$ cat src/rtl/pps_rst_tx.sv
// Transmit end of the PPS / PPS-reset link: 1 Hz tick, seconds count and a mid-second reset pulse.
// Optional external PPS phase alignment and lock detection is enabled by defining PPS_EXT_ALIGN_EN.
module pps_rst_tx #(
    parameter int CLK_HZ    = 300_000_000,
    parameter int PPS_WIDTH = 30_000_000,
    parameter int RST_WIDTH = 16,
    parameter int LOCK_TOL  = 8
) (
    input  logic        CLK_OUT,
    input  logic        RST_SW_t,
    input  logic        PPS_IN,
    input  logic        RST_REQ,
    output logic        RST_ACK,
    output logic        BUSY,
    output logic        PPS_OUT,
    output logic        PPS_RST_OUT,
    output logic [31:0] SEC_CNT,
    output logic        PPS_LOCKED
);

    localparam int CW = $clog2(CLK_HZ);
    localparam int RW = $clog2(RST_WIDTH + 1);

    localparam logic [CW-1:0] CNT_MAX  = CW'(CLK_HZ - 1);
    localparam logic [CW-1:0] CNT_HALF = CW'(CLK_HZ / 2);
    localparam logic [CW-1:0] PPS_W_C  = CW'(PPS_WIDTH);
    localparam logic [RW-1:0] RST_W_C  = RW'(RST_WIDTH);

    localparam logic [2:0] S_IDLE      = 3'd0;
    localparam logic [2:0] S_WAIT_SLOT = 3'd1;
    localparam logic [2:0] S_FIRE      = 3'd2;
    localparam logic [2:0] S_HOLD      = 3'd3;
    localparam logic [2:0] S_DONE      = 3'd4;

    logic [CW-1:0] cnt;
    logic [CW-1:0] cnt_next;
    logic [2:0]    state;
    logic [RW-1:0] rst_cnt;
    logic          sec_clr;
    logic          pps_edge;

    // An external PPS edge restarts the second; otherwise the counter free-runs.
    always_comb begin
        cnt_next = (cnt == CNT_MAX) ? '0 : cnt + CW'(1);
        if (pps_edge) begin
            cnt_next = '0;
        end
    end

    assign sec_clr = (state == S_HOLD) && (cnt == PPS_W_C);

    always_ff @(posedge CLK_OUT or posedge RST_SW_t) begin
        if (RST_SW_t) begin
            cnt     <= '0;
            PPS_OUT <= 1'b0;
            SEC_CNT <= '0;
        end else begin
            cnt     <= cnt_next;
            PPS_OUT <= (cnt_next < PPS_W_C);
            if (sec_clr) begin
                SEC_CNT <= '0;
            end else if (cnt_next == '0) begin
                SEC_CNT <= SEC_CNT + 32'd1;
            end
        end
    end

    // The pulse is launched mid-second so every receiver releases on the same PPS falling edge.
    always_ff @(posedge CLK_OUT or posedge RST_SW_t) begin
        if (RST_SW_t) begin
            state       <= S_IDLE;
            rst_cnt     <= '0;
            PPS_RST_OUT <= 1'b0;
        end else begin
            case (state)
                S_IDLE: begin
                    if (RST_REQ) begin
                        state <= S_WAIT_SLOT;
                    end
                end
                S_WAIT_SLOT: begin
                    if (cnt == CNT_HALF) begin
                        state       <= S_FIRE;
                        rst_cnt     <= RW'(1);
                        PPS_RST_OUT <= 1'b1;
                    end
                end
                S_FIRE: begin
                    if (rst_cnt == RST_W_C) begin
                        state       <= S_HOLD;
                        PPS_RST_OUT <= 1'b0;
                    end else begin
                        rst_cnt <= rst_cnt + RW'(1);
                    end
                end
                S_HOLD: begin
                    if (sec_clr) begin
                        state <= S_DONE;
                    end
                end
                S_DONE: begin
                    if (!RST_REQ) begin
                        state <= S_IDLE;
                    end
                end
                default: begin
                    state       <= S_IDLE;
                    PPS_RST_OUT <= 1'b0;
                end
            endcase
        end
    end

    assign BUSY    = (state != S_IDLE);
    assign RST_ACK = (state == S_DONE);

`ifdef PPS_EXT_ALIGN_EN
    localparam logic [CW-1:0] TOL_LO = CW'(LOCK_TOL);
    localparam logic [CW-1:0] TOL_HI = CW'(CLK_HZ - 1 - LOCK_TOL);

    logic [2:0] pps_sync;
    logic       in_tol;
    logic [1:0] good_cnt;
    logic [1:0] miss_cnt;

    assign pps_edge = pps_sync[1] & ~pps_sync[2];
    // Edge arriving near the natural wrap, on either side of it, counts as in phase.
    assign in_tol   = (cnt >= TOL_HI) || (cnt < TOL_LO);

    always_ff @(posedge CLK_OUT or posedge RST_SW_t) begin
        if (RST_SW_t) begin
            pps_sync   <= '0;
            good_cnt   <= '0;
            miss_cnt   <= '0;
            PPS_LOCKED <= 1'b0;
        end else begin
            pps_sync <= {pps_sync[1:0], PPS_IN};
            if (pps_edge) begin
                miss_cnt <= '0;
                if (in_tol) begin
                    if (good_cnt != 2'd2) begin
                        good_cnt <= good_cnt + 2'd1;
                    end
                    if (good_cnt != 2'd0) begin
                        PPS_LOCKED <= 1'b1;
                    end
                end else begin
                    good_cnt   <= '0;
                    PPS_LOCKED <= 1'b0;
                end
            end else if (cnt == CNT_MAX) begin
                if (miss_cnt != 2'd2) begin
                    miss_cnt <= miss_cnt + 2'd1;
                end
                if (miss_cnt != 2'd0) begin
                    good_cnt   <= '0;
                    PPS_LOCKED <= 1'b0;
                end
            end
        end
    end
`else
    localparam int unused_lock_tol = LOCK_TOL;
    logic unused_pps_in;

    assign unused_pps_in = PPS_IN;
    assign pps_edge      = 1'b0;
    assign PPS_LOCKED    = 1'b0;
`endif

endmodule

$ cat config.mk
export PLATFORM = sky130hd
export DESIGN_NAME = pps_rst_tx
export DESIGN_NICKNAME = d
export VERILOG_FILES = /design/src/rtl/pps_rst_tx.sv
export SDC_FILE = /design/constraint.sdc
export NUM_CORES = 1
export LEC_CHECK = 0
export BUFFER_PORTS_ARGS = -buffer_cell sky130_fd_sc_hd__buf_4
export CAP_MARGIN = 5
export CORE_MARGIN = 2
export CORE_UTILIZATION = 50
export CTS_CLUSTER_SIZE = 25
export DETAILED_ROUTE_END_ITERATION = 8
export PLACE_DENSITY = 0.7
export SLEW_MARGIN = 30
export SYNTH_ARGS = -nofsm -noshare
export SYNTH_HDL_FRONTEND = slang
export SYNTH_SLANG_ARGS = --single-unit
$ cat constraint.sdc
create_clock -name CLK_OUT -period 3.74 [get_ports CLK_OUT]
set_clock_uncertainty 0.1 [all_clocks]
set_input_delay 0.187 -clock CLK_OUT [delete_from_list [all_inputs] [get_ports CLK_OUT]]
set_output_delay 0.187 -clock CLK_OUT [all_outputs]
set_load 0.03 [all_outputs]
==> qor.yml <==
outcome:
  outcome: "completed"
min_path:
  min_path_type: "reg -> reg"
sta:
  rsz0062_at_grt: "false"
  maxSlewHeadroom: 0.507
  finalHoldViolations: 0
  hold_ws_ns: 0.418
  fin_crit_sh: 0.953
  setup_viol: 0
  finalCriticalPeriod_ns: 3.57
  drv_slew: 0
  tns_ns: 0
  setup_ws_ns: 0.174
  fmax_mhz: 280
  worst-slew-pin-transition_ns: 0.738
drt:
  routed_wirelength_mm: 9.79
  via_per_inst: 5.94
  drt_iter0_markers: 192
  ant_nets: 0
  post_drt_wl_per_cell_um: 15.3
  firstDrtPassIters: 4
  drc_errors: 0
  vias: 3799
global_route:
  grtUsageMet2: 0.369
  track_usage: 0.224
  grt_use_met1: 0.293
  use_met3: 0.0415
  antenna_found_initial: 0
  grt_pass1_wl_mm: 16.1
  busiest_layer: "met2"
  grt_pass1_vias: 3393
  grt_max_degree: 52
  overflow: 0
floorplan:
  pin_count: 41
  start_util: 0.516
  row_count: 33
  die-area_mm2: 0.00928
  die_h_um: 96.3
  die_x_um: 96.3
  core_mm2: 0.00826
synthesis:
  ys.flop_type: "dfrtp_1"
  ys_seq_elements: 71
  synth_warnings: 0
  synth-seq-area-share: 0.417
  yosysUniqueCellTypes: 49
  netlist_area_mm2: 0.00426
  syn_nets: 504
  async_reset_ff_frac: 1.00
  synth-edff-count: 0
  netlist_instances: 495
  avgSynthCellArea_um2: 8.61
cts:
  insertion_delay_ns: 0.35
  htree_levels: 3
  root_buffer: "clkbuf_8"
  cts_buffers: 9
  clock-sinks: 71
  clockBufferDepth: 2
  cts_resized: 0
  post_cts_buffers: 0
  cts_tree: "done"
  clk_pin_slew_ns: 0.08
critical_path:
  worst_ep_required_time_ns: 3.92
  cp-start-kind: "flop"
  arrival_ns: 3.74
  worst-path-max-fanout: 51
  crit_path_end_kind: "flop"
  crit_type: "reg -> reg"
final_layout:
  fillers: 726
  nets: 539
  multi_input_area_mm2: 0.00225
  layout_common_cells: "71 x dfrtp_1, 54 x nand2_1, 48 x buf_4, 39 x nor2_1, 31 x nand3_1"
  final_cell_area_mm2: 0.00490
  drive_gt1_frac: 0.150
  diodes: 0
  ff_latch_area_mm2: 0.00178
  final_common_cell: "dfrtp_1"
  area_growth_pct: 15.0
place:
  post_dp_cell_area_mm2: 0.00464
  io_buffers: 38
  gp_congestion: 1.01
  place_hpwl_mm: 6.91
  dp_slack_ns: 0.259
power_and_ir_drop:
  power_w: 0.00154
  p_leak_nw: 2.28
  ir_drop_mv: 0.219
  p_per_area_mw_per_mm2: 314
job:
  drv_cap: 0
==> synthesized netlist by cell type (5+ instances only) <==
master	number	area, um2
o21ai_0	21	105
nor2_1	39	146
a21oi_1	19	95.1
nor3_1	23	115
nor3b_1	6	45.0
xnor2_1	18	158
or3_1	18	113
nand3_1	31	155
xor2_1	9	78.8
ha_1	5	62.6
inv_1	21	78.8
nor4_1	9	56.3
buf_2	7	35.0
a31oi_1	5	31.3
or2_2	10	62.6
clkbuf_1	15	56.3
nand2_1	54	203
and3_1	9	56.3
dfrtp_1	71	1780
nand4_1	21	131
a21o_1	16	120
a211o_1	16	140
==> final cells by class <==
class / instances / share of cell area
Multi-Input combinational cell: 375 / 0.460
Sequential cell: 71 / 0.363
Timing Repair Buffer: 52 / 0.0858
Clock buffer: 11 / 0.0268
Tap cell: 105 / 0.0268
Clock inverter: 5 / 0.0217
Inverter: 21 / 0.0161
==> power breakdown <==
part / internal, W / switching [W] / leakage [nW] / total, W
Sequential: 0.000768 / 0.00000212 / 0.968 / 0.000770
Clock: 0.000445 / 0.000296 / 0.114 / 0.000741
Combinational: 0.00000682 / 0.0000212 / 1.20 / 0.0000281
Total: 0.00122 / 0.000320 / 2.28 / 0.00154
==> per-stage QoR <==
step,instances,utilization
3_3_place_gp,622,0.562
2_1_floorplan,495,-
5_1_grt,640,0.593
4_1_cts,640,0.593
3_5_place_dp,622,0.562
6_report,640,0.593
==> final timing paths <==
check	start	slack (ns)	end	cells past startpoint
worst max-delay path	cnt[25]	0.17	SEC_CNT[13]	10
worst min-delay path	state[2]	0.42	state[0]	1
worst max register to register	cnt[25]	0.17	SEC_CNT[13]	10
worst min register to register	state[2]	0.42	state[0]	1
max in group asynchronous	RST_SW_t	2.36	SEC_CNT[20]	4
min in group asynchronous	RST_SW_t	0.43	SEC_CNT[12]	3
==> what timing repair did <==
item	CTS	global route
endpoints found under the hold margin	34	0
endpoints found under the setup margin	0	0
hold buffers	2	0
==> state kept, by name (all words and copies together) (netlist names) <==
name         flops
SEC_CNT         32
cnt             29
rst_cnt          5
state            3
PPS_OUT          1
PPS_RST_OUT      1
==> layer usage <==
layer | up-vias | part of all wire
met5 | - | 0
met4 | 0 | 0.019
met3 | 18 | 0.058
met2 | 129 | 0.48
met1 | 1803 | 0.45
li1 | 1849 | -
==> kinds of logic (layout without fill, tap and decap cells) <==
| kind of cell | Yosys count | in the layout | synth area share |
|---|---|---|---|
| AO/OA/AOI/OAI | 91 | 91 | 0.144 |
| buffers and inverters | 49 | 89 | 0.0540 |
| other | 1 | 1 | 0.000880 |
| flip-flops | 71 | 71 | 0.417 |
| adder cells (fa/ha/maj) | 5 | 5 | 0.0147 |
| multiplexers | 2 | 2 | 0.00470 |
| AND/OR/NAND/NOR | 249 | 249 | 0.309 |
| XOR/XNOR | 27 | 27 | 0.0555 |
==> worst max-delay path, stage by stage, from the launching register on <==
cell,delay (ns)
dfrtp_1,0.42
nor4_1,0.49
nand3_1,0.25
nor4b_2,0.32
buf_4,0.26
o211a_1,0.20
nand4_1,0.09
or4b_1,0.62
buf_12,0.23
or3_1,0.36
a21oi_1,0.14
Note: power is estimated with default switching activity, not from simulation.
